**src/rtl/onehot_walker.sv**
```systemverilog
// onehot_walker
// -----------------------------------------------------------------------------
// Registered one-hot position walker. Holds a W-bit index and drives its
// registered 2**W-bit one-hot decode. The index can be loaded, stepped by
// hand, or stepped automatically every PRESC cycles. End-of-range handling is
// chosen at run time: saturate, wrap or bounce (ping-pong).
//
// Parameters:
//   W      index width, output width N = 2**W (W >= 1)
//   PRESC  auto-step period in clk cycles (PRESC >= 1)
//
// Ports:
//   clk       clock
//   rst       synchronous reset, active-high
//   load      load index and direction this cycle
//   load_idx  index value used by load
//   load_dir  direction used by load (0 = up, 1 = down)
//   step      manual single-step request
//   auto_en   enable prescaled auto-stepping
//   mode      00 saturate, 01 wrap, 10 bounce, 11 saturate
//   blank     force onehot to zero, internal state unaffected
//   onehot    registered decode of the index (zero when blanked)
//   idx       current index
//   dir       current direction
//   limit     one-cycle pulse per end-of-range event
// -----------------------------------------------------------------------------
module onehot_walker #(
  parameter int W     = 3,
  parameter int PRESC = 4
) (
  input  logic                clk,
  input  logic                rst,
  input  logic                load,
  input  logic [W-1:0]        load_idx,
  input  logic                load_dir,
  input  logic                step,
  input  logic                auto_en,
  input  logic [1:0]          mode,
  input  logic                blank,
  output logic [(2**W)-1:0]   onehot,
  output logic [W-1:0]        idx,
  output logic                dir,
  output logic                limit
);

  localparam int N  = 2**W;
  // A one-state prescaler still needs a one-bit register to keep the code uniform.
  localparam int CW = (PRESC > 1) ? $clog2(PRESC) : 1;

  localparam logic [CW-1:0] CNT_MAX    = CW'(PRESC - 1);
  localparam logic [W-1:0]  IDX_MAX    = {W{1'b1}};
  localparam logic [N-1:0]  ONEHOT_RST = {{(N-1){1'b0}}, 1'b1};

  typedef enum logic [1:0] {
    MODE_SAT     = 2'b00,
    MODE_WRAP    = 2'b01,
    MODE_BOUNCE  = 2'b10,
    MODE_SAT_ALT = 2'b11
  } mode_e;

  logic [CW-1:0] cnt_q, cnt_d;
  logic [W-1:0]  idx_q, idx_d;
  logic          dir_q, dir_d;
  logic          limit_q, limit_d;
  logic [N-1:0]  onehot_q, onehot_d;

  logic tick;
  logic adv;
  logic at_end;

  // Next-state logic. Load beats any advance; a step and a tick arriving
  // together collapse into a single advance. The prescaler free-runs only
  // while auto_en is high and restarts from zero whenever a load happens.
  always_comb begin
    tick     = auto_en && (cnt_q == CNT_MAX);
    adv      = step | tick;
    at_end   = dir_q ? (idx_q == '0) : (idx_q == IDX_MAX);

    cnt_d    = '0;
    idx_d    = idx_q;
    dir_d    = dir_q;
    limit_d  = 1'b0;
    onehot_d = '0;

    if (!load && auto_en && !tick) begin
      cnt_d = cnt_q + CW'(1);
    end

    if (load) begin
      idx_d = load_idx;
      dir_d = load_dir;
    end else if (adv) begin
      if (!at_end) begin
        idx_d = dir_q ? (idx_q - W'(1)) : (idx_q + W'(1));
      end else begin
        limit_d = 1'b1;
        case (mode_e'(mode))
          MODE_WRAP: begin
            idx_d = dir_q ? IDX_MAX : '0;
          end
          // Turn around and move one step back inward, so each endpoint is
          // shown for exactly one advance period. For W=1 this alternates 0,1.
          MODE_BOUNCE: begin
            dir_d = ~dir_q;
            idx_d = dir_q ? (idx_q + W'(1)) : (idx_q - W'(1));
          end
          default: begin
            idx_d = idx_q;
          end
        endcase
      end
    end

    // The decode is taken from the next index so it lines up with idx.
    if (!blank) begin
      onehot_d[idx_d] = 1'b1;
    end
  end

  // State and output registers with synchronous reset overriding everything.
  always_ff @(posedge clk) begin
    if (rst) begin
      cnt_q    <= '0;
      idx_q    <= '0;
      dir_q    <= 1'b0;
      limit_q  <= 1'b0;
      onehot_q <= ONEHOT_RST;
    end else begin
      cnt_q    <= cnt_d;
      idx_q    <= idx_d;
      dir_q    <= dir_d;
      limit_q  <= limit_d;
      onehot_q <= onehot_d;
    end
  end

  assign onehot = onehot_q;
  assign idx    = idx_q;
  assign dir    = dir_q;
  assign limit  = limit_q;

endmodule

```
**config.mk**
```make
export PLATFORM = sky130hd
export DESIGN_NAME = onehot_walker
export DESIGN_NICKNAME = d
export VERILOG_FILES = /design/src/rtl/onehot_walker.sv
export SDC_FILE = /design/constraint.sdc
export NUM_CORES = 1
export LEC_CHECK = 0
export BUFFER_PORTS_ARGS = -buffer_cell sky130_fd_sc_hd__buf_2
export CORE_ASPECT_RATIO = 1.2
export CORE_MARGIN = 2
export CORE_UTILIZATION = 25
export CTS_CLUSTER_DIAMETER = 80
export DETAILED_ROUTE_END_ITERATION = 10
export GPL_ROUTABILITY_DRIVEN = 1
export GPL_TIMING_DRIVEN = 1
export PLACE_DENSITY = 0.44
export SYNTH_ARGS = -nofsm -noshare
export SYNTH_HDL_FRONTEND = slang
export SYNTH_SLANG_ARGS = --single-unit
```
**constraint.sdc**
```tcl
create_clock -name clk -period 2.1 [get_ports clk]
set_input_delay 0.21 -clock clk [delete_from_list [all_inputs] [get_ports clk]]
set_output_delay 0.21 -clock clk [all_outputs]
set_load 0.05 [all_outputs]
```
Word level (Yosys, flattened, before mapping)
Index checks and enable logic that the tools add are counted.

word-level totals
  bits of input ports = 12
  bits in registers = 15
  output and inout bits = 13
  word-level logic and storage cells = 49

operators by class
  order comparisons = 2
  bitwise logic cells = 4
  add/sub/neg operators = 3
  mux-type cells = 16
  reductions and logical operators = 14
  equal/unequal tests = 4

operator list
  operator             count
  $mux 3               6
  $mux 1               8
  $pmux 3 s2           1
  $reduce_bool 2->1    3
  $eq 2x2->1 const B   2
  $logic_and 1x1->1    4
  $lt 3x4->1 const B   1
  $reduce_or 2->1      2
  $add 3x1->3 const B  1
  $demux 1 s3          1
  $eq 3x3->1 const B   1
  $ge 3x1->1 const B   1
  $logic_not 3->1      1
  $not 1->1            3
  $reduce_and 3->1     1
  $reduce_or 3->1      1
  $sub 3x1->3 const B  1
  $add 2x1->2 const B  1
  $eq 2x1->1 const B   1
  $logic_not 1->1      2
  $or 1x1->1           1

Depth between registers and ports, before layout
Gate-level depths: netlist of run 1.

  depth in word-level cells = 11
  depth in mapped cells = 7

Least setup slack after synthesis of run 1
No wires, ideal clock.

  path kind = flip-flop to flip-flop
  start point = register idx_q[0] (netlist: idx[0])
  end point = register onehot_q[1] (netlist: onehot[1])
  buffers on the path = 0
  library setup time = 0.087 ns
  slack = -0.405 ns
  data arrival time = 2.418 ns
  stages on the path, launching flop included = 8
  clock period less this slack = 2.505 ns
  cells stage by stage = dfxtp_1 > inv_1 > ha_1 > nand3b_1 > o2bb2a_4 > o311a_1 > or4_4 > nor4b_2

between the ends
  longest elaborated chain between the ends = 10
  elaborated cells between the ends (all ways) = 16

ends and longest elaborated chain
  item                                                                   RTL line  source
  start, declared                                                        62        logic [W-1:0] idx_q, idx_d;
  start signal, assigned                                                 130       idx_q <= idx_d;
  $sub 3x1->3 / $add 3x1->3 (equally long branches)                      94, 105
  $mux 3                                                                 105       idx_d = dir_q ? (idx_q + W'(1)) : (idx_q - W'(1));
  $pmux 3 s2                                                             97        case (mode_e'(mode))
  $mux 3                                                                 93        if (!at_end) begin
  $mux 3 (*)                                                             92        end else if (adv) begin
  $mux 3 (*)                                                             89        if (load) begin
  $lt 3x4->1 (implied by the code) / $ge 3x1->1 (equally long branches)  116       onehot_d[idx_d] = 1'b1;
  $logic_and 1x1->1 (implied by the code)                                116
  $mux 1 (implied by the code)                                           116
  $demux 1 s3 (*)                                                        116
  end signal, assigned                                                   133       onehot_q <= onehot_d;
  end, declared                                                          65        logic [N-1:0] onehot_q, onehot_d;

Every way passes the cells marked *; elsewhere a longest branch is shown, timed or not.
A chain may end at the register's enable or synchronous reset.

Worst setup path in the final report of run 1
Same ends and word-level chain as after synthesis.

==> key figures, run 1 <==
Status
  • Status: finished with violations
  • Failing checks: negative setup slack

Critical path
  • Critical path arrival: 2270 ps
  • R2R Setup Slk: -20 ps
  • CP Class: flip-flop to flip-flop
  • Reg2Reg Depth: 7
  • Reg-to-Reg End: onehot[1]$_SDFF_PP0_
  • Critical Path, Cell by Cell: inv_4, ha_4, nand3b_1, o2bb2a_4, o311a_4, or4_4, nor4b_4
  • Worst Setup End Kind: flip-flop
  • Origin of the critical flop-to-flop path: idx[0]$_SDFF_PP0_
  • WP data required: 2250 ps
  • Crit path max fanout: 4
  • Slowest-stage cell, CP: or4_4
  • Crit path launch: idx[0]$_SDFF_PP0_
  • Startpoint Class: flip-flop
  • Critical Path Max Stage Delay: 540 ps

Floorplanning
  • Die Height: 69.03 um
  • Row Count: 23
  • Die X: 58.19 um
  • DIE AREA: 4016 um2
  • Core area: 3367 um2
  • Initial core utilization: 26.16%
  • IO Count: 25

Route
  • Routed via count: 897
  • Routed wire length per instance: 15.39 um
  • ANT nets after route: 0
  • Detailed-route DRC error count: 0
  • Detailed-route vias per instance: 5.039
  • DRT Wirelength: 2740 um
  • Drt pass-1 iters: 4
  • Violation count after the first detailed-route iteration: 28

Clock network
  • CTS tree: done
  • Root Buffer Master: clkbuf_8
  • Clk pin slew, worst setup/hold paths: 70 ps
  • CTS Buf Count: 3
  • CTS max path bufs: 2
  • H-tree Lvls: 1
  • Clock Latency Late Sink: 250 ps
  • Sink Count: 15

Yosys
  • Largest family of logic cells by synthesized area: simple AND/OR/NAND/NOR gates
  • Largest cells by area after synthesis: dfxtp_1 (34%), ha_1 (9.9%), nor2_1 (3.8%)
  • Sequential-to-total area share from yosys stat: 34.09%
  • Synth Area in Simple Gates: 26.42%
  • Ys async rst share: 0%
  • Synth Flop Type: dfxtp_1
  • Leading area contributor after synthesis: dfxtp_1
  • Gate Count Post-Synth: 96
  • Synth top area share: 34.09%
  • Mux cell area share after synthesis: 0%
  • Yosys reg bits: 15
  • Syn Area/Cell: 9.175 um2
  • Mapped Area: 880.8 um2
  • Library cells used by synthesis: 36
  • Adder-cell share of the synthesized area: 9.943%
  • Syn nets: 115
  • Synth Area in Compound Gates: 22.44%
  • Post-synth EDFFs: 0
  • Xor-xnor portion of the synthesized cell area: 1.989%
  • Ys Warns: 0

GRT
  • First-pass GRT wire length: 4298 um
  • GR Util met2: 20.71%
  • Global routing usage on met3: 1.876%
  • Met1 Use GR: 19.56%
  • Largest net degree at the start of global routing: 13
  • Total gr overflow: 0
  • Busiest layer in global routing: met2
  • Initial antenna violation count: 0
  • Number of global-route vias before repair: 863
  • GRT Util Overall: 13.66%

Layout
  • Util after Layout: 40.91%
  • Fin cells: 178
  • Nets: 161
  • Fillers: 337
  • N_diodes: 0
  • P&R area growth vs syn: 56.39%
  • Share of layout cells above drive strength 1: 54.61%

Placed design
  • Post-DP HPWL: 1856 um
  • Pre-CTS WS: -52.48 ps
  • IO buf count: 24
  • Dpl cells: 167
  • Gpl congestion: 0.7938

STA
  • Setup Skew: 7.558 ps
  • Hold Vio Cnt, Final: 0
  • RSZ-0062 raised after global routing: yes
  • # setup viols final: 1
  • Max frequency: 472.5 MHz
  • Hold slack: 225.9 ps
  • Fin crit share: 100.8%
  • Final Critical Period: 2117 ps
  • Max_slew headroom: 63.81%
  • Final setup margin: -16.61 ps
  • Worst slew pin tran: 537.0 ps
  • Slew Limit Fails: 0

Power
  • Power Density: 597.2 nW/um2
  • Static Leakage: 0.5878 nW
  • Max VDD drop: 441.8 uV

Run
  • # Max-Cap Violations: 0

Min path
  • WHS Path Cells: 3
  • Hold_sp: load_dir
  • WHS Endpoint: dir$_SDFFE_PP0P_
  • HP Class: input port to flip-flop
-- layer usage --
layer | vias up | share of wire (%)
met5 | - | 0
met4 | 0 | 2.2
met3 | 8 | 3.8
met2 | 25 | 47
met1 | 419 | 47
li1 | 445 | -
-- cell usage after synthesis (2+ instances only) --
cell,n
o221a_2,2
xnor2_1,2
nor3b_1,3
nand2b_1,4
nand2_1,4
nor2_1,9
dfxtp_1,15
ha_1,7
or2_2,2
o41ai_1,2
nor4_1,4
inv_1,8
clkbuf_1,2
nor3_1,5
a21oi_1,6
-- power by group --
group / total, mW / leakage [nW] / switching (mW) / internal [mW]
clock: 0.235 / 0.0255 / 0.104 / 0.131
sequential: 0.312 / 0.124 / 0.0147 / 0.298
combinational: 0.275 / 0.438 / 0.155 / 0.120
-- worst max-delay path: cells and delay by family, from the launching register on --
family,cells,cell delay (ps)
and+or+nand+nor,3,950
AOI/OAI and AO/OA,2,490
DFF,1,380
adders and majority gates,1,150
buffers and inverters,1,50
-- flip-flops by register name (all words and copies together), names as in the netlist --
register and count:
onehot 8, limit 1, cnt_q 2, idx 3
dir 1
-- stage by stage --
| stage | instance area, um2 | power [mW] | setup TNS, ps |
|---|---|---|---|
| floorplan | 940.9 | 0.4717 | -34.82 |
| global placement | 1190 | 0.5490 | -93.24 |
| detailed placement | 1190 | 0.5475 | -68.65 |
| CTS | 1266 | 0.7936 | 0 |
| global route | 1378 | 0.8637 | -264.6 |
| finish | 1378 | 0.8227 | -16.61 |
-- cell families (layout without fill, tap and decap cells) --
family | Yosys count | in the layout
adders and majority gates | 7 | 7
xor gates and xnor gates | 2 | 2
DFF | 15 | 15
buffers and inverters | 11 | 55
and+or+nand+nor | 39 | 39
AOI/OAI and AO/OA | 22 | 23
-- cells in the final DEF (no fill, tap or decap), types with 2 or more instances in the layout --
cell type / instances
buf_2: 24
buf_4: 18
dfxtp_1: 11
nor2_1: 8
inv_1: 6
a21oi_1: 6
nor3_1: 4
nand2_1: 4
nand2b_1: 3
nor4_1: 3
nor3b_1: 3
ha_1: 3
ha_4: 3
clkbuf_8: 3
inv_4: 2
or2_2: 2
xnor2_1: 2
dfxtp_2: 2
dfxtp_4: 2
-- worst max-delay path by stage --
stage,endpoint,slack (ps),cells past startpoint
final,onehot[1]$_SDFF_PP0_,-20,7
after global routing,onehot[3]$_SDFF_PP0_,-80,7
after CTS,onehot[1]$_SDFF_PP0_,2,8
after detailed placement,onehot[1]$_SDFF_PP0_,-50,8
after global placement,onehot[5]$_SDFF_PP0_,-40,8
after floorplan,onehot[1]$_SDFF_PP0_,-30,7
-- repair_timing --
item	4_1_cts	5_1_grt
pin swaps	3	3
cloned	1	0
gates resized for setup	2	11
endpoints found under the hold margin	0	0
buffers inserted	0	7
hold buffers	0	0
setup endpoints to repair	5	9
-- cell type report --
| cell class | instances | area, um2 | share of cell area (%) |
|---|---|---|---|
| Timing Repair Buffer | 43 | 266.5 | 19.35 |
| Clock inverter | 1 | 5.005 | 0.3633 |
| Tap cell | 37 | 46.29 | 3.361 |
| Inverter | 8 | 35.03 | 2.543 |
| Sequential cell | 15 | 310.3 | 22.53 |
| Clock buffer | 3 | 41.29 | 2.997 |
| Multi-Input combinational cell | 71 | 673.1 | 48.86 |
Note: power is estimated with default switching activity, not from simulation.
==> run 2: changes to the inputs <==
- PLACE_DENSITY: 0.44 -> 0.55
==> key figures, run 2 (synthesis results as in run 1) <==
Route
  • Routed wire length per instance: 14.51 um
  • ANT nets after route: 0
  • Drt pass-1 iters: 4
  • Routed via count: 867
  • Detailed-route DRC error count: 0
  • Detailed-route vias per instance: 5.041
  • Violation count after the first detailed-route iteration: 31
  • DRT Wirelength: 2496 um

Power
  • Static Leakage: 0.5502 nW
  • Reg power frac: 39.8%
  • Pwr Total: 0.7886 mW
  • Combinational group share of total power: 31.5%
  • Max VDD drop: 421.1 uV
  • Psw: 0.2571 mW
  • Int Pwr: 0.5315 mW
  • Clock share of power: 28.7%
  • Net Sw Frac: 32.60%
  • Power Density: 606.6 nW/um2

Critical path
  • Startpoint Class: flip-flop
  • Critical path arrival: 2270 ps
  • Crit path max fanout: 5
  • WP data required: 2240 ps
  • Worst Setup End Kind: flip-flop
  • CP Class: flip-flop to flip-flop

GRT
  • Initial antenna violation count: 0
  • Total gr overflow: 0
  • Largest net degree at the start of global routing: 14
  • GRT Util Overall: 12.65%
  • First-pass GRT wire length: 3967 um
  • Number of global-route vias before repair: 868

Placed design
  • Dpl cells: 166
  • IO buf count: 24
  • Post-DP HPWL: 1854 um
  • Gpl congestion: 0.8492
  • DP Area: 1182 um2

Clock network
  • Root Buffer Master: clkbuf_8
  • Clk pin slew, worst setup/hold paths: 60 ps
  • H-tree Lvls: 1
  • # hold bufs at CTS: 0
  • CTS tree: done
  • Clock Latency Late Sink: 240 ps
  • CTS Buf Count: 3
  • Sink Count: 15
  • CTS max path bufs: 2

STA
  • Final setup margin: -31.06 ps
  • Final Critical Period: 2131 ps
  • Hold Vio Cnt, Final: 0
  • # setup viols final: 2
  • Max frequency: 469.3 MHz
  • Setup Skew: 1.258 ps
  • Fin crit share: 101.5%
  • Worst slew pin tran: 388.5 ps
  • Slew Limit Fails: 0
  • Setup TNS: -40.77 ps
  • Max_slew headroom: 73.82%
  • RSZ-0062 raised after global routing: yes
  • Hold slack: 234.2 ps

Layout
  • Nets: 155
  • Fin area: 1300 um2
  • Area of the multi-input gates: 644.4 um2
  • P&R area growth vs syn: 47.59%
  • Max reg flops: 8
  • Fillers: 344
  • N_diodes: 0
  • Commonest non-fill, non-tap cell in the layout: buf_2
  • Fin cells: 172
  • FF+latch area: 310.3 um2
  • Most frequent cells in the layout: buf_2 (24), buf_4 (13), dfxtp_1 (11)
  • Share of layout cells above drive strength 1: 51.85%

Status
  • Status: finished with violations
  • Failing checks: negative setup slack

Floorplanning
  • Core area: 3367 um2
  • IO Count: 25
  • DIE AREA: 4016 um2
  • Die Height: 69.03 um
  • Initial core utilization: 26.16%
  • Row Count: 23
  • Die X: 58.19 um

Min path
  • HP Class: input port to flip-flop

Run
  • # Max-Cap Violations: 0
-- run 2: path summary, 6_finish.rpt --
check                       from  slack (ps)  cells past startpoint              endpoint
max            idx[0]$_SDFF_PP0_         -30                      7  onehot[3]$_SDFF_PP0_
min                     load_dir         230                      3      dir$_SDFFE_PP0P_
max reg2reg    idx[0]$_SDFF_PP0_         -30                      7  onehot[3]$_SDFF_PP0_
min reg2reg  cnt_q[0]$_SDFF_PP0_         430                      1   cnt_q[0]$_SDFF_PP0_
-- run 2: layout make-up --
class	count	share of cell area, %
clock buffer	3	3.176
clock inverter	1	0.3850
inverter	8	2.695
multi-input combinational	71	49.57
sequential	15	23.87
tap	37	3.561
timing repair buffer	37	16.75
-- run 2: per-stage QoR --
step | setup WS [ps] | util (%)
global route | -75.90 | 38.61
global placement | 13.61 | 35.12
finish | -31.06 | 38.61
detailed placement | -20.89 | 35.12
CTS | 0.1135 | 36.49
floorplan | -34.82 | -
-- run 2: timing repair --
item | CTS | global route
buffers inserted | 0 | 1
resized for setup | 0 | 7
setup endpoints to repair | 2 | 8
pin swaps | 2 | 3
gates cloned | 0 | 1
-- run 2: critical path, cell delays in order, from the launching register on --
cell      delay (ps)
dfxtp_4          370
ha_4             160
ha_4             160
nand2b_4          80
o2bb2a_4         160
o311a_4          310
or4_4            550
nor4_1           230
-- run 2: power by group through the flow --
stage	clock network, mW	registers [mW]	logic [mW]
finish	0.227	0.314	0.248
global route	0.247	0.316	0.267
CTS	0.236	0.314	0.225
detailed placement	0	0.320	0.224
global placement	0	0.319	0.225
floorplan	0	0.355	0.116
-- run 2: layer usage --
layer	up-vias	global-route usage, %	routed length [um]
met2	21	20.20	1347
met4	0	5.943	25
met5	-	0	0
met1	406	16.86	1051
met3	2	1.126	72
li1	438	-	-
==> run 3: changes to the inputs <==
- SETUP_SLACK_MARGIN: not set -> 0.05
==> key figures, run 3 (synthesis results as in run 1) <==
Critical path
  • WP data required: 2270 ps
  • Origin of the critical flop-to-flop path: idx[0]$_SDFF_PP0_
  • Reg2Reg Depth: 7
  • Most common cell on crit path: ha_4
  • Worst Setup End Kind: flip-flop
  • Crit path buffers/inverters: 0
  • Critical Path, Cell by Cell: ha_4, ha_4, nand2b_4, o2bb2a_4, o311a_1, or4_4, nor4b_4
  • Crit path max fanout: 5
  • CP Class: flip-flop to flip-flop
  • Startpoint Class: flip-flop
  • Critical Path Max Stage Delay: 530 ps
  • CP top delay family: simple AND/OR/NAND/NOR gates
  • Slowest-stage cell, CP: or4_4
  • Critical path arrival: 2260 ps
  • Reg-to-Reg End: onehot[1]$_SDFF_PP0_
  • R2R Setup Slk: 9 ps

GRT
  • Largest net degree at the start of global routing: 12
  • Initial antenna violation count: 0
  • Total gr overflow: 0
  • First-pass GRT wire length: 3774 um
  • Number of global-route vias before repair: 855
  • GRT Util Overall: 12.11%

Route
  • Detailed-route DRC error count: 0
  • ANT nets after route: 0
  • DRT Wirelength: 2535 um
  • Drt pass-1 iters: 4
  • Routed wire length per instance: 14.40 um
  • Detailed-route vias per instance: 5.045
  • Routed via count: 888
  • Violation count after the first detailed-route iteration: 8

Power
  • Power Density: 593.5 nW/um2
  • Clock share of power: 28.5%
  • Combinational group share of total power: 33.1%
  • Net Sw Frac: 32.93%
  • Static Leakage: 0.5927 nW
  • Psw: 0.2668 mW
  • Max VDD drop: 448.0 uV
  • Int Pwr: 0.5434 mW
  • Reg power frac: 38.4%

STA
  • Setup TNS: 0 ps
  • Final Critical Period: 2091 ps
  • Setup Skew: 4.119 ps
  • # setup viols final: 0
  • Slew Limit Fails: 0
  • Max_slew headroom: 69.65%
  • Fin crit share: 99.59%
  • Worst slew pin tran: 450.4 ps
  • Hold slack: 230.9 ps
  • Hold Vio Cnt, Final: 0
  • Max frequency: 478.1 MHz
  • RSZ-0062 raised after global routing: yes

Layout
  • Nets: 159
  • Util after Layout: 40.54%
  • Commonest non-fill, non-tap cell in the layout: buf_2
  • Max reg flops: 8
  • Share of layout cells above drive strength 1: 54.68%
  • Most frequent cells in the layout: buf_2 (24), buf_4 (16), dfxtp_1 (11)
  • P&R area growth vs syn: 54.97%
  • Fin cells: 176
  • N_diodes: 0
  • Fillers: 343

Placed design
  • IO buf count: 24
  • Gpl congestion: 0.8180
  • Dpl cells: 168
  • Post-DP HPWL: 1849 um

Floorplanning
  • DIE AREA: 4016 um2
  • Die X: 58.19 um
  • IO Count: 25
  • Core area: 3367 um2
  • Initial core utilization: 26.16%
  • Die Height: 69.03 um
  • Row Count: 23

Clock network
  • Clk pin slew, worst setup/hold paths: 60 ps
  • CTS max path bufs: 2
  • CTS Buf Count: 3
  • Root Buffer Master: clkbuf_8
  • CTS tree: done
  • Clock Latency Late Sink: 250 ps
  • H-tree Lvls: 1
  • Sink Count: 15

Status
  • Status: complete, no violations

Min path
  • WHS Endpoint: dir$_SDFFE_PP0P_
  • WHS Path Cells: 3
  • Hold_sp: load_dir
  • HP Class: input port to flip-flop

Run
  • # Max-Cap Violations: 0
run 3: layout make-up:
class                   instances  area (um2)  area share (%)
clock inverters                 1       5.005          0.3666
multi-input cells              71       675.6           49.50
inverters                       8       35.03           2.566
well taps                      37       46.29           3.391
flip-flops and latches         15       310.3           22.73
repair buffers                 41       251.5           18.42
clock buffers                   3       41.29           3.025
run 3: through the flow:
stage | cell area [um2] | power [mW] | setup WS [ps]
floorplan | 940.9 | 0.4717 | -34.82
global placement | 1197 | 0.5461 | 4.101
detailed placement | 1197 | 0.5457 | 2.941
CTS | 1244 | 0.7821 | 24.63
global route | 1365 | 0.8519 | -53.26
finish | 1365 | 0.8102 | 8.548
run 3: tightest hold or removal path, cell delays in order:
cell      delay [ps]
buf_2             90
nor2_1            80
a211oi_1          50
run 3: worst max path at each step:
stage | startpoint | endpoint | slack (ps) | cells after the start
after floorplan | idx[0]$_SDFF_PP0_ | onehot[1]$_SDFF_PP0_ | -30 | 7
after global placement | mode[0] | onehot[1]$_SDFF_PP0_ | 4 | 8
after detailed placement | idx[0]$_SDFF_PP0_ | onehot[1]$_SDFF_PP0_ | 3 | 7
after CTS | idx[0]$_SDFF_PP0_ | onehot[1]$_SDFF_PP0_ | 20 | 7
after global routing | idx[0]$_SDFF_PP0_ | onehot[1]$_SDFF_PP0_ | -50 | 7
final | idx[0]$_SDFF_PP0_ | onehot[1]$_SDFF_PP0_ | 9 | 7
run 3: power by group through the flow:
stage	Sequential [mW]	Combinational [mW]	Clock (mW)
after CTS	0.311	0.229	0.241
after global routing	0.313	0.289	0.250
final	0.311	0.268	0.231
after floorplan	0.355	0.116	0
after detailed placement	0.318	0.228	0
after global placement	0.318	0.228	0
run 3: routing by layer:
| metal | track usage [%] | vias up | part of all wire [%] |
|---|---|---|---|
| li1 | - | 444 | - |
| met1 | 15.30 | 411 | 43 |
| met5 | 0 | - | 0 |
| met4 | 6.977 | 0 | 3.9 |
| met2 | 19.44 | 24 | 51 |
| met3 | 1.313 | 9 | 2.8 |
run 3: repair_timing:
action,4_1_cts,5_1_grt
hold buffers,0,0
resized for setup,0,15
gates cloned,0,1
pin swaps,1,3
setup buffers,0,3
endpoints found under the setup margin,3,7
